[config.mk]
export PLATFORM = sky130hd
export DESIGN_NAME = seq_cmp_mag
export DESIGN_NICKNAME = d
export VERILOG_FILES = /design/src/rtl/seq_cmp_mag.sv
export SDC_FILE = /design/constraint.sdc
export NUM_CORES = 1
export LEC_CHECK = 0
export ABC_AREA = 0
export CORE_UTILIZATION = 56
export CTS_CLUSTER_SIZE = 20
export DETAILED_ROUTE_END_ITERATION = 8
export HOLD_SLACK_MARGIN = 0.12
export PLACE_DENSITY = 0.94
export RECOVER_POWER = 25
export SYNTH_ARGS = -nofsm -noshare
export SYNTH_HDL_FRONTEND = slang
export SYNTH_SLANG_ARGS = --single-unit
[constraint.sdc]
create_clock -name clk -period 5.8 [get_ports clk]
set_clock_uncertainty 0.15 [all_clocks]
set_input_delay 1.45 -clock clk [delete_from_list [all_inputs] [get_ports clk]]
set_output_delay 1.45 -clock clk [all_outputs]
set_load 0.05 [all_outputs]
[src/rtl/seq_cmp_mag.sv]
`default_nettype none
// ============================================================================
// Module      : seq_cmp_mag
// Description : Bit-serial MSB-first magnitude comparator. It latches two
//               WIDTH-bit operands on start, examines one bit per clock and
//               reports gt/eq/lt with a one-cycle done pulse. It supports
//               signed or unsigned compares and an optional early exit.
// Revision    : 1.0  initial release
// ============================================================================
module seq_cmp_mag #(
  parameter int WIDTH      = 8,
  parameter int EARLY_EXIT = 1
) (
  input  logic             clk,
  input  logic             rst_n,
  input  logic             start,
  input  logic             signed_mode,
  input  logic [WIDTH-1:0] a,
  input  logic [WIDTH-1:0] b,
  output logic             ready,
  output logic             done,
  output logic             gt,
  output logic             eq,
  output logic             lt
);

  localparam int               IDX_W   = (WIDTH > 1) ? $clog2(WIDTH) : 1;
  localparam logic [IDX_W-1:0] IDX_MSB = IDX_W'(WIDTH - 1);
  localparam logic [IDX_W-1:0] IDX_ONE = IDX_W'(1);

  localparam logic [0:0] S_IDLE = 1'b0;
  localparam logic [0:0] S_RUN  = 1'b1;

  logic [0:0]       r_state;
  logic [0:0]       w_state_nxt;
  logic [IDX_W-1:0] r_idx;
  logic [WIDTH-1:0] r_a;
  logic [WIDTH-1:0] r_b;
  logic             r_signed;
  logic             r_decided;
  logic             r_gt_n;
  logic             r_lt_n;
  logic             r_done;
  logic             r_gt;
  logic             r_eq;
  logic             r_lt;

  logic             w_a_bit;
  logic             w_b_bit;
  logic             w_diff;
  logic             w_sign_bit;
  logic             w_last;
  logic             w_exit;
  logic             w_decided;
  logic             w_gt_n;
  logic             w_lt_n;
  logic             w_accept;
  logic             w_run_exit;

  // Per-bit evaluation of the current scan position.
  // The sign bit of a signed compare carries negative weight, so a 1 there
  // means "smaller" and the gt/lt sense flips. Once decided, the earlier
  // (more significant) verdict is kept.
  always_comb begin
    w_a_bit    = r_a[r_idx];
    w_b_bit    = r_b[r_idx];
    w_diff     = w_a_bit ^ w_b_bit;
    w_sign_bit = r_signed && (r_idx == IDX_MSB);
    w_last     = (r_idx == '0);
    w_decided  = r_decided | w_diff;
    w_gt_n     = r_decided ? r_gt_n : (w_diff & (w_sign_bit ? w_b_bit : w_a_bit));
    w_lt_n     = r_decided ? r_lt_n : (w_diff & (w_sign_bit ? w_a_bit : w_b_bit));
    w_exit     = (EARLY_EXIT != 0) ? (w_diff | w_last) : w_last;
  end

  // State register.
  always_ff @(posedge clk or negedge rst_n) begin
    if (!rst_n) begin
      r_state <= S_IDLE;
    end else begin
      r_state <= w_state_nxt;
    end
  end

  // Next-state logic.
  always_comb begin
    w_state_nxt = r_state;
    case (r_state)
      S_IDLE:  if (start)  w_state_nxt = S_RUN;
      S_RUN:   if (w_exit) w_state_nxt = S_IDLE;
      default: w_state_nxt = S_IDLE;
    endcase
  end

  // FSM-derived control outputs.
  always_comb begin
    ready      = (r_state == S_IDLE);
    w_accept   = (r_state == S_IDLE) & start;
    w_run_exit = (r_state == S_RUN) & w_exit;
  end

  // Operand latch, scan index and sticky first-difference tracking.
  always_ff @(posedge clk or negedge rst_n) begin
    if (!rst_n) begin
      r_idx     <= IDX_MSB;
      r_a       <= '0;
      r_b       <= '0;
      r_signed  <= 1'b0;
      r_decided <= 1'b0;
      r_gt_n    <= 1'b0;
      r_lt_n    <= 1'b0;
    end else if (w_accept) begin
      r_idx     <= IDX_MSB;
      r_a       <= a;
      r_b       <= b;
      r_signed  <= signed_mode;
      r_decided <= 1'b0;
      r_gt_n    <= 1'b0;
      r_lt_n    <= 1'b0;
    end else if ((r_state == S_RUN) && !w_exit) begin
      r_idx     <= r_idx - IDX_ONE;
      r_decided <= w_decided;
      r_gt_n    <= w_gt_n;
      r_lt_n    <= w_lt_n;
    end
  end

  // Result flags load only on the exit edge and hold until the next one.
  always_ff @(posedge clk or negedge rst_n) begin
    if (!rst_n) begin
      r_done <= 1'b0;
      r_gt   <= 1'b0;
      r_eq   <= 1'b0;
      r_lt   <= 1'b0;
    end else begin
      r_done <= w_run_exit;
      if (w_run_exit) begin
        r_gt <= w_gt_n;
        r_lt <= w_lt_n;
        r_eq <= ~w_decided;
      end
    end
  end

  assign done = r_done;
  assign gt   = r_gt;
  assign eq   = r_eq;
  assign lt   = r_lt;

endmodule
`default_nettype wire
# --- After elaboration in Yosys (flattened, before gate mapping) ---
# Cells that the tools add are included.
totals:
  wordCells: 48
  regBits: 28
classes:
  bitwise_logic: 9
  addsub: 1
  reduce_logical: 5
  magnitude_cmp: 1
  eq_ne: 1
  muxes: 19
ops:
  columns: ["op", "count"]
  rows:
  - ["$mux 1", 14]
  - ["$bmux 1 s3", 2]
  - ["$mux 3", 2]
  - ["$and 1x1->1", 4]
  - ["$lt 3x4->1 const B", 1]
  - ["$eq 3x3->1 const B", 1]
  - ["$logic_not 3->1", 1]
  - ["$sub 3x1->3 const B", 1]
  - ["$logic_and 1x1->1", 2]
  - ["$not 1->1", 2]
  - ["$or 1x1->1", 2]
  - ["$pmux 1 s2", 1]
  - ["$reduce_bool 2->1", 1]
  - ["$logic_not 1->1", 1]
  - ["$xor 1x1->1", 1]

# --- Depth between registers and ports, before layout ---
# Gate-level depths: netlist of the first run.
logic_depth:
  depth_word: 8
  depth_mapped: 6
  ltp_nobuf: 6

# --- Least setup slack after synthesis of the first run ---
# OpenSTA, ideal clock, no wires.
synth_path:
  path_type: "register -> output"
  start: "reg r_state"
  end: "out ready"
  setup_slack_ps: 3393
  path_buffers: 0
  stages_incl_launch_ff: 2
  arrival_time_ps: 807
  cell_sequence: "dfrtp_1 inv_1"
synth_via:
  elab_chain_cells: 1
synth_lines:
  columns: ["element", "line_no", "source"]
  rows:
  - ["start: declaration", "34", "logic [0:0] r_state;"]
  - ["start signal: assignment", "81", "r_state <= w_state_nxt;"]
  - ["$not 1->1", null, null]
  - ["end: declaration", "20", "output logic ready,"]
# No other way between the ends.

# --- Worst setup path in the final report of the first run ---
# Ends and elaborated chain as after synthesis.

==> results.txt, run 1 <==
The share of async-settable or async-resettable flops after synthesis came out at 1.00. Once the clock tree was built, the resizer swapped 0 gates to a different size. The net total in the final layout was 191. The initialized floorplan defines 18 standard-cell rows. The most common cell in the synthesized netlist is nand2_1. Detailed routing placed a total of 77 um of wire on met3. Summed over all layers, the routed wires come to 2690 um.

The first detailed-routing pass ran for 4 iterations. The tools report the number of antenna violations at the first check in global routing as 0. The number of enable flip-flop cells after synthesis came out at 0.

For the post-route DRC violation count, the log shows 0. For the total via count after detailed routing, the log shows 1065. The total track usage is 0.242, and the count of buffers inserted at the top-level ports is 24. The run gives 2450 sq um as the core region area. Relative to the synthesized area, the layout overhead comes to 20.2%. The total setup violations reported at the end of the flow came out at 0. The synthesized design spends more area on one cell type than any other, namely dfrtp_1. The number of antenna diodes in the final layout is 0. Entering global routing, the biggest net connects 29 pins. The launching instance or port of the critical path was r_state$_DFF_PN0_.

A synthesized cell averages 10.2 sq um. In this run the clock root is driven by a clkbuf_4. The flow ran to the end, and the final reports show no timing, DRC or antenna violations. The tightest slew margin relative to the limit is 0.0169, and the placer congestion estimate is 0.870. Clock tree synthesis inserted a total of 3 buffers.

In this run the worst path has a maximum fanout of 5. The area occupied by multi-input gates is 674 sq um, and the minimum clock period is 3.39 ns. The depth of the CTS H-tree came out at 1.

Counting along the longest clock path gives a buffer depth of 2. The proportion of netlist area held by the largest area contributor is 0.434. Among all flip-flop cells after synthesis, the most frequent one is dfrtp_1.

The power per cell area was 582 nW/um^2; the final hold violation count was 0. Clock-pin slew was measured on the worst setup and hold paths at 0.15 ns. The fraction of the core area covered by cells at the end of the flow was 0.706. The path category of the worst min-delay check is register to register. The run gives 33 as the number of library cell types mapped by synthesis.

Excluding fillers, the count of instances in the completed layout stands at 197. Post-synthesis sequential element count: 28. The run gives 0.488 as the sequential share of the synthesized area. The classification of the worst setup path is register to primary output. The via count of the first global-routing pass was 1098.

Signal routing reaches up to met4. The worst setup path is captured at a primary output. The first routing iteration left 13 violations. The design draws 1.01 mW. The tools report the first-pass GRT wire length as 4730 um. Count of max-cap constraint violations: 0. For the pin with the worst max-slew slack, the measured transition is 1.47 ns. Arrival time at the worst endpoint: 1.79 ns.

The average routed wire per standard cell is 13.7 um. Counting instances, the worst hold path has a depth of 2. The sequential cells in the finished layout cover a total of 704 sq um. The tools report the count of fill cells added during filler insertion as 190. In this run the critical register-to-register path is launched from r_idx[0]$_DFFE_PN1P_. The netlist area before placement was 1440 sq um; the horizontal die dimension was 52.8 um. The later pin in the worst-skew pair is clocked with a latency of 0.33 ns. Data on the critical path is required at its endpoint by 4.20 ns. For this run the aggregate overflow at the end of global routing stands at 0. Using the TritonRoute via totals, the vias-per-cell ratio works out to 5.41.

In the final timing run, aggregate negative setup slack is 0 ns. The ratio of cells with drive above 1 in the final layout is 0.120, and the number of max-slew violations in the final report is 0. Depth of the worst register-to-register path: 5. The die covers 2780 sq um. The post-route clock period utilization was 0.585; the placed instance count was 193. The leakage power summed over all cells was 0.852 nW; the post-placement cell area was 1700 sq um. The logs give 295 MHz for the upper clock frequency limit and 0.588 for the starting density of the core. Summed over all nets, wire length on met2 after detailed routing comes to 1420 um.

The endpoint of the lowest-slack register-to-register path was eq$_DFFE_PN0P_. The number of primary I/O pins is 25. The worst setup path is launched from a register.

After legalization and detailed placement, the total HPWL measured 2060 um. The setup check on the worst reg-to-reg path leaves a slack of 3.39 ns. Following the worst setup path forward leads to its endpoint at ready. The Yosys step of the flow raised 0 warnings.

Buffers added to address setup during post-CTS repair amount to 0. In this run the remaining antenna-violating nets after routing total 0. By area the synthesized netlist is led by dfrtp_1 (43%), nand2_1 (14%), mux2i_1 (5.6%). Number of hold buffers added after CTS: 0. By count the netlist is led by nand2_1 (55), dfrtp_1 (25), inv_1 (8), mux2i_1 (8), nor2_1 (7). In the final routing, the length of wire on met1 measures 1140 um. Height of the die: 52.8 um. Synthesis produced a netlist with a net count of 165.

Setup repair after global routing left no endpoint under its margin. TritonCTS built the clock tree. Clock tree synthesis found a total of 28 sinks. The worst vdd rail ir drop is 0.395 mV, and the total non-filler cell area in the finished layout is 1730 sq um. Synthesized instance count: 142.
-- worst min-delay path by stage --
stage	start	end	slack, ns
CTS	r_a[7]$_DFFE_PN0P_	r_a[7]$_DFFE_PN0P_	0.35
global placement	r_b[6]$_DFFE_PN0P_	r_b[6]$_DFFE_PN0P_	0.31
global route	r_b[1]$_DFFE_PN0P_	r_b[1]$_DFFE_PN0P_	0.37
floorplan	r_signed$_DFFE_PN0P_	r_signed$_DFFE_PN0P_	0.29
finish	r_a[7]$_DFFE_PN0P_	r_a[7]$_DFFE_PN0P_	0.34
detailed placement	r_a[7]$_DFFE_PN0P_	r_a[7]$_DFFE_PN0P_	0.31
-- through the flow --
step	hold WS [ns]	setup WS (ns)
4_1_cts	0.348	2.40
6_report	0.340	2.41
3_3_place_gp	0.305	2.83
5_1_grt	0.368	2.33
3_5_place_dp	0.313	2.79
2_1_floorplan	0.289	3.39
-- cell type report --
| cell class | instances | area share |
|---|---|---|
| flip-flops and latches | 28 | 0.406 |
| multi-input cells | 101 | 0.389 |
| repair buffers | 26 | 0.145 |
| well taps | 30 | 0.0216 |
| clock buffers | 4 | 0.0209 |
| inverters | 8 | 0.0173 |
-- critical path: stages (launching register included) --
cell             delay [ns]
dfrtp_1                0.48
inv_1                  0.16
clkdlybuf4s50_1        0.82
-- layout by cell type, fill, tap and decap left out --
| cell type | count |
|---|---|
| clkbuf_8 | 1 |
| clkbuf_4 | 3 |
| mux2i_1 | 8 |
| nand3_4 | 1 |
| nor2_1 | 7 |
| a21oi_2 | 1 |
| o21ai_4 | 1 |
| mux2i_4 | 1 |
| mux2_4 | 1 |
| a31oi_1 | 1 |
| o211a_1 | 1 |
| nand2_1 | 55 |
| and2b_1 | 1 |
| or2_4 | 1 |
| and3_1 | 1 |
| a2bb2oi_1 | 1 |
| a22o_1 | 1 |
| buf_4 | 1 |
| clkbuf_1 | 1 |
| dlygate4sd3_1 | 1 |
| nand4_4 | 1 |
| ha_1 | 3 |
| o311ai_2 | 1 |
| a21oi_1 | 1 |
| a31oi_4 | 1 |
| inv_1 | 8 |
| dfstp_2 | 3 |
| dfrtp_1 | 25 |
| o2111ai_1 | 1 |
| nor3_1 | 1 |
| o2bb2ai_1 | 1 |
| mux4_2 | 3 |
| clkdlybuf4s50_1 | 23 |
| nor2b_1 | 1 |
| nand3_1 | 1 |
| a22oi_1 | 1 |
| o21ai_0 | 3 |
-- cell families after synthesis --
kind of cell	count (synthesis)	synth area share
compound gates	15	0.0980
fa+ha+maj	3	0.0260
buf+inv	13	0.0442
flops	28	0.488
mux	13	0.128
simple gates	70	0.215
-- report_power, final --
part           leakage [nW]  total [mW]  switching [mW]  internal (mW)
combinational         0.487       0.563           0.317          0.246
clock                0.0210      0.0943          0.0559         0.0384
sequential            0.345       0.351          0.0641          0.287
-- sequential cells by signal (all words and copies together), names as in the netlist --
name and cells:
r_gt_n 1, r_lt_n 1, r_a 8, eq 1, r_b 8, lt 1, r_idx 3, done 1
r_state 1, r_signed 1, r_decided 1, gt 1
-- per-layer routing --
layer,track usage,vias to the layer above
met5,0,-
met4,0.136,0
met3,0.0377,6
met2,0.418,25
met1,0.281,514
li1,-,520
Note: power is estimated with default switching activity, not from simulation.
==> inputs of run 2 (changes only) <==
Settings changed: CORE_UTILIZATION 56 to 52, PLACE_DENSITY 0.94 to 0.89.
Clock period 5.8 ns to 3.25 ns, I/O delays scaled along.
==> results.txt, run 2 (same netlist as run 1, synthesis figures left out) <==
The run finished with clean final reports. The height of the die is 54.7 um (+3.6%), and the die footprint is 2990 sq um (+7.4%). The logs give 0.687 mV (+74%) for the worst vdd rail ir drop and 0 (unchanged) for the antenna diode instance count.

The total wire length after detailed routing was 2510 um (-6.7%). The switching share of power came out at 0.435 (+0.00156). The number of buffer and inverter stages on the critical path was 2 (unchanged). First-pass GRT wire length: 4350 um (-8.0%).

In the layout the commonest cells are nand2_1 (55), dfrtp_1 (25), clkdlybuf4s50_1 (23). The average routed wire per standard cell was 12.8 um (-6.7%); the number of clock sinks seen by CTS was 28 (unchanged). The root buffer cell chosen for the clock tree is clkbuf_4. The combinational share of power is 0.563 (+0.005). The tools report the fraction of the core area covered by cells at the end of the flow as 0.677 (-0.0289). Highest routing layer actually used: met4. The run gives 0 (unchanged) as the final global-route overflow total.

The worst setup path is captured at a primary output. The depth of the worst register-to-register path was 5 (unchanged); the CTS buffer count was 3 (unchanged). The tightest slew margin relative to the limit was 0.0249 (+0.00793); the slew of the pin with the lowest slew margin was 1.46 ns (-0.0119 ns). In the final layout, the registers with the most flip-flops are r_a: 8 flops, r_b: 8 flops, r_idx: 3 flops. The number of hold buffers added after CTS was 0 (unchanged); the first-pass iteration count of the detailed router was 4 (unchanged). The logs give 1059 (-3.6%) for the via count of the first global-routing pass and 0.847 (-2.6%) for the placer congestion estimate. The logs give 1130 um (-0.44%) for the routed metal-1 wirelength and 1.77 mW (+75%) for the final total power. The maximum number of pins on one net before global-route repair is 29 (unchanged).

Commonest non-fill, non-tap cell in the layout: nand2_1. Number of antenna violations at the first check in global routing: 0 (unchanged). The critical path goes through inv_1 > clkdlybuf4s50_1.

The logs give 0 (unchanged) for the total setup violations reported at the end of the flow and 0 (unchanged) for the remaining antenna violation count. The count of max-cap constraint violations came out at 0 (unchanged). The average vias per placed instance works out to 5.37 (-0.66%).

The post-route clock period utilization is 0.840, and the total track usage is 0.204 (-0.0372). The classification of the worst setup path is register to primary output. Clock network fraction of total power: 0.083 (-0.011). Based on the critical path, the design can be clocked at up to 366 MHz. The depth of the CTS H-tree came out at 1 (unchanged).

Subtracting the final worst setup slack from the clock period gives 2.73 ns. The arrival time at the worst endpoint is 1.77 ns (-0.02 ns). The quantity of gates resized following cts was 0 (unchanged). Placed wire-length estimate after detailed placement: 1870 um (-9.0%). The worst setup path is launched from a register. Starting density of the core: 0.567 (-0.0208). From synthesis to final layout, the design area changed by 19.5%.

The cell depth of the worst hold path is 2 (unchanged). On the critical path the largest part of the delay comes from buffers and inverters. The run gives 25 (unchanged) as the number of primary I/O pins.

The number of cell rows came out at 18 (unchanged). The switching power came out at 0.770 mW (+76%). Setup repair after global routing left no endpoint under its margin.

The run gives 0 ns (unchanged) as the setup TNS after final layout. Iteration-0 DRC count of the detailed router: 12 (-1). The clock transition time at the flip-flop clock pins of the worst setup and hold paths works out to 0.13 ns (-0.02 ns). The worst-path cell with the longest stage delay is clkdlybuf4s50_1.

The cell-internal power was 0.999 mW (+75%); the required arrival time at the worst endpoint was 2.29 ns (-1.91 ns). The run gives 0 (unchanged) as the number of max-slew violations in the final report. The worst hold path belongs to the class register to register. For the worst setup slack after layout, the log shows 0.521 ns (-1.89 ns). The tools report the leakage power summed over all cells as 0.846 nW (-0.71%). The number of buffers inserted by post-CTS setup repair came out at 0 (unchanged). The count of buffers inserted at the top-level ports was 24 (unchanged); the total met3 wirelength after detailed routing was 86 um (+12%). Delay of the slowest cell on the worst path: 0.82 ns (about the same). Power per cell area: 1030 nW/um^2 (+76%). The run gives 0 (unchanged) as the final hold violation count. The logs give 2540 sq um (+3.7%) for the core region area and 1058 (-0.66%) for the total via count after detailed routing. The net total in the final layout was 191 (unchanged). The tools report the sequential group share of total power as 0.354 (+0.006). The clock insertion delay at the later pin of the skew report is 0.33 ns (about the same). The final standard cell count with taps included and fillers excluded came out at 197 (unchanged). Post-route DRC violation count: 0 (unchanged).

The ratio of cells with drive above 1 in the final layout is 0.114 (-0.00599). The placement-stage worst setup slack came out at 0.884 ns (-1.91 ns). The horizontal die dimension is 54.7 um (+3.6%), and the routed wire length on met2 is 1260 um (-11%).

The logs give 193 (unchanged) for the placed instance count and 2 (unchanged) for the maximum clock path buffer count. Biggest fanout along the worst timing path: 5 (unchanged). Instance count on the critical path: 2 (unchanged).

TritonCTS built the clock tree. For the register-to-register path setup slack, the log shows 0.88 ns (-2.51 ns).
[run 2: stage by stage]
| stage | instance area, sq um | hold WS [ns] |
|---|---|---|
| floorplan | 1440 | 0.289 |
| global placement | 1700 | 0.308 |
| detailed placement | 1700 | 0.312 |
| CTS | 1730 | 0.347 |
| global route | 1720 | 0.380 |
| finish | 1720 | 0.345 |
[run 2: cell type report]
class	instances	area [sq um]
fill	206	821
sequential	28	704
multi-input combinational	101	674
timing repair buffer	26	251
tap	30	37.5
inverter	8	30.0
clock buffer	4	26.3
[run 2: worst paths after layout]
kind / start / endpoint
worst min register to register: r_b[2]$_DFFE_PN0P_ / r_b[2]$_DFFE_PN0P_
worst min-delay path: r_b[2]$_DFFE_PN0P_ / r_b[2]$_DFFE_PN0P_
worst max-delay path: r_state$_DFF_PN0_ / ready
worst max register to register: r_idx[0]$_DFFE_PN1P_ / r_lt_n$_DFFE_PN0P_
max in group asynchronous: rst_n / r_b[2]$_DFFE_PN0P_
min in group asynchronous: rst_n / done$_DFF_PN0_
[run 2: power by group through the flow]
stage,Sequential [mW],Clock (mW),Combinational (mW)
global placement,0.624,0,0.963
finish,0.626,0.147,0.996
detailed placement,0.633,0,1.00
CTS,0.626,0.150,1.01
floorplan,0.661,0,0.771
global route,0.648,0.165,1.09
[run 2: worst reg2reg max path: cells and delay by family (launching register included)]
kind	cells	cell delay (ns)
mux	1	0.59
simple gates	2	0.37
flops	1	0.68
compound gates	2	0.54
[run 2: per-layer routing]
metal	GRT usage	up-vias
met5	0	-
met4	0.0940	0
met3	0.0417	3
met2	0.343	24
met1	0.249	513
li1	-	518
==> inputs of run 3 (changes only) <==
Settings changed: CORE_UTILIZATION 52 to 47, PLACE_DENSITY 0.89 to 0.85.
Clock period 3.25 ns to 2.2 ns, I/O delays scaled along.
==> results.txt, run 3 (same netlist as run 1, synthesis figures left out) <==
The run finished, with violations left. The checks that failed: design-rule violations, negative setup slack. The number of antenna violations at the first check in global routing came out at 0 (unchanged). For the post-placement cell area, the log shows 1750 sq um (+2.6%).

The clock insertion delay at the later pin of the skew report was 0.32 ns (about the same). The depth of the CTS H-tree was 1 (unchanged); the depth of the worst register-to-register path was 5 (unchanged). The commonest non-fill, non-tap cell in the layout is nand2_1. Setup repair after global routing could not meet its margin everywhere. The placed wire-length estimate after detailed placement was 2190 um (+17%).

The run gives 0 (unchanged) as the number of max-slew violations in the final report. The placer congestion estimate is 0.853 (+0.73%). Number of hold buffers added after CTS: 0 (unchanged). The minimum clock period was 2.24 ns; the placed instance count was 197 (+2.1%). The core region area is 2830 sq um (+11%). The ratio of cells with drive above 1 in the final layout works out to 0.199 (+0.0851). The run gives 1147 (+8.3%) as the via count of the first global-routing pass. The antenna diode instance count was 0 (unchanged). The maximum number of pins on one net before global-route repair is 29 (unchanged), and the count of max-cap constraint violations is 0 (unchanged).

For the CTS buffer count, the log shows 3 (unchanged). The largest registers in the layout are r_a: 8 flops, r_b: 8 flops, r_idx: 3 flops. TritonCTS built the clock tree. The cell sitting at the root of the clock tree is a clkbuf_4. The remaining antenna violation count was 0 (unchanged); the required arrival time at the worst endpoint was 2.28 ns (about the same).

The biggest fanout along the worst timing path works out to 5 (unchanged). The horizontal die dimension works out to 57.4 um (+5.0%). Timing would allow up to 446 MHz. The average routed wire per standard cell is 14.9 um (+16%), and the placement-stage worst setup slack is -0.0967 ns (-0.980 ns). Count of buffers inserted at the top-level ports: 24 (unchanged). The clock transition time at the flip-flop clock pins of the worst setup and hold paths works out to 0.14 ns (about the same).

The total track usage was 0.208 (+0.00309); the starting density of the core was 0.510 (-0.0569). The final global-route overflow total was 0 (unchanged). Compared with the post-synthesis result, the final layout area differs by 26.6%.

Tightest slew margin relative to the limit: 0.545 (+0.520). The tools report the kind of end point of the critical path as a register. The number of cell rows was 19 (+1).

Leakage power summed over all cells: 0.906 nW (+7.1%). The average vias per placed instance works out to 5.41 (+0.75%). The tightest min-delay check is of the register to register type.

The worst setup path is of the register to register kind. The total via count after detailed routing is 1093 (+3.3%), and the die footprint is 3290 sq um (+10%). The post-route clock period utilization works out to 1.02. For the maximum clock path buffer count, the log shows 2 (unchanged). The fraction of the core area covered by cells at the end of the flow is 0.646 (-0.0318), and the number of clock sinks seen by CTS is 28 (unchanged).

The total setup violations reported at the end of the flow is 5 (+5), and the final standard cell count with taps included and fillers excluded is 202 (+2.5%). For the number of primary I/O pins, the log shows 25 (unchanged). The tools report the iteration-0 DRC count of the detailed router as 29 (+17). The cell depth of the worst hold path came out at 2 (unchanged). The logs give 5120 um (+18%) for the first-pass GRT wire length and 3 (+3) for the post-route DRC violation count. The total non-filler cell area in the finished layout came out at 1830 sq um (+6.0%). In the layout the commonest cells are nand2_1 (55), dfrtp_1 (25), clkdlybuf4s50_1 (18).

For the final hold violation count, the log shows 0 (unchanged). The power per cell area is 1600 nW/um^2 (+56%), and the worst setup slack after layout is -0.0403 ns (-0.561 ns). First-pass iteration count of the detailed router: 6 (+2). The register-to-register path setup slack came out at -0.04 ns (-0.92 ns). The logs give 3000 um (+19%) for the total wire length after detailed routing and 0.614 mV (-11%) for the worst vdd rail ir drop. The tools report the setup TNS after final layout as -0.0787 ns (-0.0787 ns). Startpoint class of the critical path: a register. The height of the die is 57.4 um (+5.0%), and the net total in the final layout is 195 (+2.1%). The slew of the pin with the lowest slew margin is 0.683 ns (-0.780 ns), and the arrival time at the worst endpoint is 2.32 ns (+0.55 ns).

The tools report the final total power as 2.93 mW (+66%). The final hold slack was 0.344 ns (-0.00131 ns).
## run 3: cell count changes in the layout (fill, tap and decap cells not counted), moves of 2 or more
cell | before | now
buf_4 | 1 | 4
buf_12 | 0 | 2
clkdlybuf4s50_1 | 23 | 18
dlygate4sd2_1 | 0 | 2
## run 3: per-layer routing
layer  vias to the layer above  track usage  part of all wire
li1                        526            -                 -
met2                        26        0.347              0.54
met4                         0        0.122             0.030
met1                       531        0.260              0.40
met3                        10       0.0227             0.029
met5                         -            0                 0
## run 3: final cells by class
type,instances,area [sq um]
multi-input combinational,101,721
inverter,8,30.0
timing repair buffer,30,307
clock buffer,4,26.3
fill,233,1000
tap,31,38.8
sequential,28,704
## run 3: worst paths after layout
path / from / to
worst max-delay path: r_idx[0]$_DFFE_PN1P_ / r_lt_n$_DFFE_PN0P_
worst min-delay path: r_b[4]$_DFFE_PN0P_ / r_b[4]$_DFFE_PN0P_
worst max register to register: r_idx[0]$_DFFE_PN1P_ / r_lt_n$_DFFE_PN0P_
worst min register to register: r_b[4]$_DFFE_PN0P_ / r_b[4]$_DFFE_PN0P_
max in group asynchronous: rst_n / r_a[0]$_DFFE_PN0P_
min in group asynchronous: rst_n / eq$_DFFE_PN0P_
## run 3: report_power, final
part           total (mW)  switching [mW]  internal (mW)
clock               0.218           0.147         0.0710
sequential          0.933           0.176          0.757
combinational        1.78           0.976          0.802
total                2.93            1.30           1.63
## run 3: what timing repair did
action,CTS,global route
resized for setup,7,8
pin swaps,2,2
setup endpoints to repair,8,9
buffers inserted,0,1
## run 3: critical path, cell delays in order, from the launching register on
cell and delay (ns):
dfstp_2 0.61, mux4_2 0.55, mux2_4 0.33, o21ai_4 0.10
nand4_4 0.16, o211a_1 0.24
